--- src/rtl/sha256_pkg.sv ---
// SHA-256 constants, state types and round helper functions shared by the
// compression core and its round datapath.
package sha256_pkg;

  typedef logic [31:0] word_t;

  // Packed with a in the top word so a 256-bit chaining value casts directly.
  typedef struct packed {
    word_t a;
    word_t b;
    word_t c;
    word_t d;
    word_t e;
    word_t f;
    word_t g;
    word_t h;
  } state_t;

  typedef enum logic [1:0] {
    ST_IDLE,
    ST_ROUND,
    ST_FINAL,
    ST_DONE
  } fsm_e;

  localparam int ROUNDS = 64;

  localparam state_t IV = {
    32'h6a09e667, 32'hbb67ae85, 32'h3c6ef372, 32'ha54ff53a,
    32'h510e527f, 32'h9b05688c, 32'h1f83d9ab, 32'h5be0cd19
  };

  localparam word_t K [0:63] = '{
    32'h428a2f98, 32'h71374491, 32'hb5c0fbcf, 32'he9b5dba5,
    32'h3956c25b, 32'h59f111f1, 32'h923f82a4, 32'hab1c5ed5,
    32'hd807aa98, 32'h12835b01, 32'h243185be, 32'h550c7dc3,
    32'h72be5d74, 32'h80deb1fe, 32'h9bdc06a7, 32'hc19bf174,
    32'he49b69c1, 32'hefbe4786, 32'h0fc19dc6, 32'h240ca1cc,
    32'h2de92c6f, 32'h4a7484aa, 32'h5cb0a9dc, 32'h76f988da,
    32'h983e5152, 32'ha831c66d, 32'hb00327c8, 32'hbf597fc7,
    32'hc6e00bf3, 32'hd5a79147, 32'h06ca6351, 32'h14292967,
    32'h27b70a85, 32'h2e1b2138, 32'h4d2c6dfc, 32'h53380d13,
    32'h650a7354, 32'h766a0abb, 32'h81c2c92e, 32'h92722c85,
    32'ha2bfe8a1, 32'ha81a664b, 32'hc24b8b70, 32'hc76c51a3,
    32'hd192e819, 32'hd6990624, 32'hf40e3585, 32'h106aa070,
    32'h19a4c116, 32'h1e376c08, 32'h2748774c, 32'h34b0bcb5,
    32'h391c0cb3, 32'h4ed8aa4a, 32'h5b9cca4f, 32'h682e6ff3,
    32'h748f82ee, 32'h78a5636f, 32'h84c87814, 32'h8cc70208,
    32'h90befffa, 32'ha4506ceb, 32'hbef9a3f7, 32'hc67178f2
  };

  function automatic word_t rotr(input word_t x, input int unsigned n);
    return (x >> n) | (x << (32 - n));
  endfunction

  function automatic word_t ch(input word_t e, input word_t f, input word_t g);
    return (e & f) ^ (~e & g);
  endfunction

  function automatic word_t maj(input word_t a, input word_t b, input word_t c);
    return (a & b) ^ (a & c) ^ (b & c);
  endfunction

  function automatic word_t bsig0(input word_t x);
    return rotr(x, 2) ^ rotr(x, 13) ^ rotr(x, 22);
  endfunction

  function automatic word_t bsig1(input word_t x);
    return rotr(x, 6) ^ rotr(x, 11) ^ rotr(x, 25);
  endfunction

  function automatic word_t ssig0(input word_t x);
    return rotr(x, 7) ^ rotr(x, 18) ^ (x >> 3);
  endfunction

  function automatic word_t ssig1(input word_t x);
    return rotr(x, 17) ^ rotr(x, 19) ^ (x >> 10);
  endfunction

  // Word-wise modulo-2^32 sum used for the final chaining addition.
  function automatic state_t add_state(input state_t x, input state_t y);
    state_t r;
    r.a = x.a + y.a;
    r.b = x.b + y.b;
    r.c = x.c + y.c;
    r.d = x.d + y.d;
    r.e = x.e + y.e;
    r.f = x.f + y.f;
    r.g = x.g + y.g;
    r.h = x.h + y.h;
    return r;
  endfunction

endpackage

--- src/rtl/sha256_round.sv ---
// One combinational SHA-256 round: working state in, round constant and
// schedule word applied, next working state out.
module sha256_round
  import sha256_pkg::*;
(
  input  state_t s_in,
  input  word_t  k,
  input  word_t  w,
  output state_t s_out
);

  word_t t1;
  word_t t2;

  assign t1 = s_in.h + bsig1(s_in.e) + ch(s_in.e, s_in.f, s_in.g) + k + w;
  assign t2 = bsig0(s_in.a) + maj(s_in.a, s_in.b, s_in.c);

  assign s_out.a = t1 + t2;
  assign s_out.b = s_in.a;
  assign s_out.c = s_in.b;
  assign s_out.d = s_in.c;
  assign s_out.e = s_in.d + t1;
  assign s_out.f = s_in.e;
  assign s_out.g = s_in.f;
  assign s_out.h = s_in.g;

endmodule

--- src/rtl/sha256_compress_pipe.sv ---
// SHA-256 compression core: UNROLL rounds per clock over a sliding 16-word
// message schedule, with valid/ready handshakes on input and output.
module sha256_compress_pipe
  import sha256_pkg::*;
#(
  parameter int UNROLL = 1
)
(
  input  logic         clk,
  input  logic         reset,
  input  logic         in_valid,
  output logic         in_ready,
  input  logic [511:0] block,
  input  logic [255:0] chain_in,
  input  logic         use_iv,
  output logic         out_valid,
  input  logic         out_ready,
  output logic [255:0] digest,
  output logic         busy
);

  if (UNROLL != 1 && UNROLL != 2 && UNROLL != 4 && UNROLL != 8 && UNROLL != 16)
  begin : g_bad_unroll
    $error("sha256_compress_pipe: UNROLL must be 1, 2, 4, 8 or 16");
  end

  localparam int         EXT_LEN = 16 + UNROLL;
  localparam logic [6:0] T_STEP  = 7'(UNROLL);

  fsm_e       state_q, state_d;
  logic [6:0] t_q, t_d;
  state_t     h_q, h_d;
  state_t     work_q, work_d;
  word_t      w_q [0:15];
  word_t      w_d [0:15];
  state_t     digest_q, digest_d;
  logic       ready_en_q;
  logic       load;

  state_t     round_out;
  word_t      ext [0:EXT_LEN-1];
  word_t      w_slide [0:15];

  // Round chain: stage i consumes K[t+i] and the i-th window word.
  for (genvar i = 0; i < UNROLL; i++) begin : g_round
    state_t s_in;
    state_t s_out;
    word_t  k_word;
    if (i == 0) begin : g_head
      assign s_in = work_q;
    end else begin : g_link
      assign s_in = g_round[i-1].s_out;
    end
    assign k_word = K[t_q[5:0] + 6'(i)];
    sha256_round u_round (
      .s_in  (s_in),
      .k     (k_word),
      .w     (w_q[i]),
      .s_out (s_out)
    );
  end

  assign round_out = g_round[UNROLL-1].s_out;

  // Extend the window by UNROLL words, then drop the UNROLL words just used.
  always_comb begin
    for (int j = 0; j < 16; j++) begin
      ext[j] = w_q[j];
    end
    for (int j = 16; j < EXT_LEN; j++) begin
      ext[j] = ssig1(ext[j-2]) + ext[j-7] + ssig0(ext[j-15]) + ext[j-16];
    end
    for (int j = 0; j < 16; j++) begin
      w_slide[j] = ext[j+UNROLL];
    end
  end

  assign in_ready  = (state_q == ST_IDLE && ready_en_q) ||
                     (state_q == ST_DONE && out_ready);
  assign out_valid = (state_q == ST_DONE);
  assign busy      = (state_q == ST_ROUND) || (state_q == ST_FINAL);
  assign digest    = digest_q;

  always_comb begin
    // NOTE: every target gets a hold value first; a path that skips an
    // assignment in combinational logic would otherwise infer a latch.
    state_d  = state_q;
    t_d      = t_q;
    h_d      = h_q;
    work_d   = work_q;
    w_d      = w_q;
    digest_d = digest_q;
    load     = 1'b0;

    unique case (state_q)
      ST_IDLE: begin
        load = in_valid && in_ready;
      end
      ST_ROUND: begin
        work_d = round_out;
        w_d    = w_slide;
        t_d    = t_q + T_STEP;
        if (t_q + T_STEP == 7'(ROUNDS)) begin
          state_d = ST_FINAL;
        end
      end
      ST_FINAL: begin
        digest_d = add_state(h_q, work_q);
        state_d  = ST_DONE;
      end
      ST_DONE: begin
        if (out_ready) begin
          state_d = ST_IDLE;
          load    = in_valid;
        end
      end
      default: state_d = ST_IDLE;
    endcase

    // A new block may arrive from IDLE or, back-to-back, from DONE.
    if (load) begin
      state_d = ST_ROUND;
      t_d     = '0;
      h_d     = use_iv ? IV : state_t'(chain_in);
      work_d  = use_iv ? IV : state_t'(chain_in);
      for (int i = 0; i < 16; i++) begin
        w_d[i] = block[511 - 32*i -: 32];
      end
    end
  end

  always_ff @(posedge clk or posedge reset) begin
    if (reset) begin
      state_q    <= ST_IDLE;
      t_q        <= '0;
      h_q        <= '0;
      work_q     <= '0;
      digest_q   <= '0;
      ready_en_q <= 1'b0;
      // NOTE: the schedule window is cleared as well, so an aborted block
      // leaves no message words behind after reset.
      for (int i = 0; i < 16; i++) begin
        w_q[i] <= '0;
      end
    end else begin
      // NOTE: non-blocking updates make every flop sample the pre-edge
      // values, independent of statement order.
      state_q    <= state_d;
      t_q        <= t_d;
      h_q        <= h_d;
      work_q     <= work_d;
      digest_q   <= digest_d;
      ready_en_q <= 1'b1;
      for (int i = 0; i < 16; i++) begin
        w_q[i] <= w_d[i];
      end
    end
  end

endmodule

--- config.mk ---
export PLATFORM = sky130hd
export DESIGN_NAME = sha256_compress_pipe
export DESIGN_NICKNAME = d
export VERILOG_FILES = /design/src/rtl/sha256_pkg.sv /design/src/rtl/sha256_round.sv /design/src/rtl/sha256_compress_pipe.sv
export SDC_FILE = /design/constraint.sdc
export NUM_CORES = 2
export LEC_CHECK = 0
export ABC_CLOCK_PERIOD_IN_PS = 42100
export CAP_MARGIN = 20
export CORE_MARGIN = 2
export CORE_UTILIZATION = 52
export CTS_CLUSTER_DIAMETER = 60
export CTS_CLUSTER_SIZE = 14
export DETAILED_ROUTE_END_ITERATION = 8
export MAX_ROUTING_LAYER = met4
export PLACE_DENSITY = 0.77
export SLEW_MARGIN = 20
export SYNTH_ARGS = -nofsm -noshare
export SYNTH_HDL_FRONTEND = slang
export SYNTH_HIERARCHICAL = 1
export SYNTH_SLANG_ARGS = --single-unit
--- constraint.sdc ---
create_clock -name clk -period 42.1 [get_ports clk]
set_clock_uncertainty 0.15 [all_clocks]
set_input_delay 4.21 -clock clk [delete_from_list [all_inputs] [get_ports clk]]
set_output_delay 4.21 -clock clk [all_outputs]
set_load 0.02 [all_outputs]
==> metrics.md <==
| Metric | Value |
|---|---|
| DR vias | `just over 70,000` |
| Largest family of logic cells by synthesized area | `compound AO/OA/AOI/OAI gates` |
| GR Util All Layers | `0.4094` |
| Mux share of post-synthesis cell area | `0.1228` |
| Post-synth top area share | `0.3838` |
| Synth Area in Adders | `0.1056` |
| Post-synth ARST share | `1.000` |
| Minimum clock period | `10.69 ns` |
| Layout area overhead | `17.67%` |
| Hold buffers post-CTS | `0` |
| Routed WL per cell | `28.34 µm` |
| Sequential area share after synthesis | `0.3838` |
| Residual DRC | `0` |
| GR Overflow Total | `0` |
| CORE AREA | `approximately 160,000 µm²` |
| Setup TNS | `0 ns` |
| Highest routed metal layer | `met4` |
| Critical path launch point type | `register` |
| Starting density of the core | `0.5238` |
| Placed insts | `11,567` |
| Setup fix buffers added after clock tree synthesis | `0` |
| Largest net degree at the start of global routing | `around 280` |
| Syn nets | `10,339` |
| Slew HR | `0.2474` |
| Number of max-cap violations | `0` |
| Placed cell area | `94,610 µm²` |
| Simple-gate share of the synthesized area | `0.1158` |
| Worst Path Arrival | `11.23 ns` |
| Most frequent CP cell | `a21o_1` |
| Initial antenna violation count | `16` |
| Cell variety after synth | `96` |
| Tightest Pin Transition | `between 1 and 1.5 ns` |
| Met3 wire len | `roughly 24,000 µm` |
| Total CTS buffers | `130` |
| Worst VDD drop | `slightly above 0.04 mV` |
| Crit path capture type | `register` |
| Clock root cell | `clkbuf_16` |
| Buf+Inv Stages, Crit Path | `5` |
| Fmax | `just over 90 MHz` |
| CP top delay family | `compound AO/OA/AOI/OAI gates` |
| Clk slew on worst S/H paths | `0.07 ns` |
| Syn_area_per_cell | `between 9 and 10 µm²` |
| Finished Layout Cells | `between 10,000 and 15,000` |
| Via density | `6.049` |
| Largest area contributor in the netlist | `dfrtp_1` |
| Pint | `~2.0 mW` |
| Clock network power share | `0.469` |
| Yosys warns | `6` |
| Number of flops mapped to enable cells by yosys | `0` |
| CTS tree | `done` |
| Die H | `about 410 µm` |
| PwrDens | `25.81 nW/µm²` |
| Crit-path max cell delay | `a little under 0.7 ns` |
| Number of synthesized register bits | `1,290` |
| GPL Wtd Cong | `about 1` |
| First DRT Iteration DRCs | `about 7,400` |
| HPWL after detailed placement | `263,200 µm` |
| R2R Setup Slk | `between 30 and 40 ns` |
| M1 WL | `around 130,000 µm` |
| Slew Viols, Final | `0` |
| Type of the worst min-delay path | `register to register` |
| Critical path startpoint | `t_q[1]` |
| Hold Crit Depth | `2` |
| Xor/xnor cell area share of the yosys netlist | `0.06040` |
| Mapped Cells | `about 9,000` |
| Leakage | `between 40 and 50 nW` |
| CP Max Fanout | `12` |
| Num rows | `between 100 and 150` |
| Port bufs | `a little over 1,000` |
| CTS Buffer Depth | `3` |
| Final hold vios | `0` |
| HP Start | `h_q[125]` |
| CP max-delay cell | `ha_1` |
| Outcome | `finished clean` |
| Drt pass-1 iters | `8` |
| Req. time, crit path | `42.64 ns` |
| Main area contributors after synthesis | `dfrtp_1 38%, mux2i_1 9.4%, ha_1 5.9%` |
| Met2 wire length | `between 150,000 and 200,000 µm` |
| Comb pwr share | `0.046` |
| Layout cells sized above 1 | `0.05772` |
| Worst-Skew Late Latency | `approximately 0.81 ns` |
| Net Sw Power | `approximately 600 µW` |
| Dominant synthesized flop cell | `dfrtp_1` |
| Vias in the first global route | `about 70,000` |
| Critical R2R Launch | `t_q[1]` |
| Sw Ratio | `0.2340` |
| Seq pwr share | `0.485` |
| RSZ-0062 raised after global routing | `no` |
| Worst r2r path cells | `38` |
| Hold Path Sink | `h_q[125]` |
| Reg2Reg Capture Point | `g_round[0].s_in[252]` |
| Final #Nets | `10,905` |
| Post-Layout Inst Area | `a little under 100,000 µm²` |
| Antenna Nets Post-Route | `0` |
| Synth Area in Compound Gates | `0.1518` |
| Die area | `around 160,000 µm²` |
| Die Wd | `between 400 and 500 µm` |
| Total wire length | `roughly 330,000 µm` |
| Worst setup path class | `register to register` |
| Hold slack | `around 0.33 ns` |
| Final setup fails | `0` |
| H-tree Lvls | `4` |
| Fin crit share | `0.2538` |
| Resize count post-CTS | `0` |
| First-pass GRT wire length | `477,000 µm` |
| Cell area after synthesis | `roughly 84,000 µm²` |
| Clock sinks | `about 1,300` |
| Num ports | `slightly above 1,000` |
power groups by stage:
stage / Clock [mW] / Sequential [mW] / Combinational, mW
6_report: 1.20 / 1.24 / 0.116
3_5_place_dp: 0 / 1.26 / 0.116
5_1_grt: 1.25 / 1.24 / 0.122
4_1_cts: 1.21 / 1.24 / 0.117
2_1_floorplan: 0 / 1.27 / 0.0211
3_3_place_gp: 0 / 1.26 / 0.117
cell usage in the layout (no fill, tap or decap), drive strengths merged, types with 195 or more instances in the layout:
cell           instances
inv                  474
dfrtp               1290
mux2                 203
fa                   195
clkdlybuf4s50       1030
a21oi                559
nand2               1005
a21o                 198
nor2                 660
ha                   396
o21ai                905
xnor2                386
mux2i                790
worst reg2reg max path: cells and delay by family (launching register included):
| family | cells | cell delay [ns] |
|---|---|---|
| compound gates | 19 | 4.08 |
| fa+ha+maj | 7 | 3.38 |
| simple gates | 4 | 1.45 |
| buf+inv | 5 | 0.72 |
| xor+xnor | 2 | 0.36 |
| flops | 1 | 0.35 |
| mux | 1 | 0.10 |
layer usage:
layer | GRT usage | up-vias
met3 | 0.05765 | 818
met1 | 0.5041 | 35227
met5 | - | -
met4 | 0.2632 | 0
met2 | 0.6344 | 3370
li1 | - | 31918
synthesized netlist by cell type, drive strengths merged (7+ instances only):
library cell and number:
a221oi 7, o21bai 56, a211o 21, ha 396, fa 195, o21ai 905, a21boi 12, nand3b 128
or4 7, nor3b 13, nand2 1005, a21o 198, a31oi 61, or2 13, inv 457, o41ai 10
xnor2 386, o211ai 46, nand2b 48, nand4 42, xor2 194, clkbuf 464, nor2 660, a211oi 51
a21oi 559, dfrtp 1290, o21a 57, o31a 12, buf 223, a41oi 13, a221o 11, mux2 203
or3 21, o31ai 33, a31o 9, o311ai 14, nand3 80, nor3 67, and2 22, nor2b 38
and3 44, a2111oi 8, mux2i 790, o221ai 10, a311oi 12
state kept, by name, summed over array words and instances (netlist names):
signal,count
state_q,2
ready_en_q,1
digest,256
t_q,7
h_q,256
g_round.s_in,256
ext,512
final cells by class:
cell class                      count  area, µm²
Antenna cell                       16      40.04
Fill cell                       13665      61600
Inverter                          458       1728
Timing Repair Buffer             1121      11120
Clock buffer                      156       3523
Tap cell                         2160       2703
Clock inverter                     51      732.0
Multi-Input combinational cell   6540      46840
Sequential cell                  1290      32290
worst max path at each step:
| stage | endpoint | slack, ns | depth (start not counted) |
|---|---|---|---|
| 2_1_floorplan | digest[0] | 1.38 | 1 |
| 3_3_place_gp | g_round[0].s_in[252] | 31.70 | 40 |
| 3_5_place_dp | g_round[0].s_in[254] | 31.68 | 39 |
| 4_1_cts | g_round[0].s_in[252] | 31.61 | 40 |
| 5_1_grt | g_round[0].s_in[252] | 30.97 | 40 |
| 6_report | g_round[0].s_in[252] | 31.41 | 38 |
metrics by stage:
stage	power, mW	setup slack, ns	util
global placement	1.379	31.70	0.5892
CTS	2.562	31.61	0.6157
finish	2.554	31.41	0.6164
floorplan	1.287	1.382	-
detailed placement	1.379	31.68	0.5892
global route	2.614	30.97	0.6163
cells by family after synthesis:
group,Yosys count
AND/OR/NAND/NOR,2213
AO/OA/AOI/OAI,2154
flip-flops,1290
buffers and inverters,1145
multiplexers,999
adder cells (fa/ha/maj),593
XOR/XNOR,580
other,1
No activity file was read; power rests on OpenSTA's default activity.
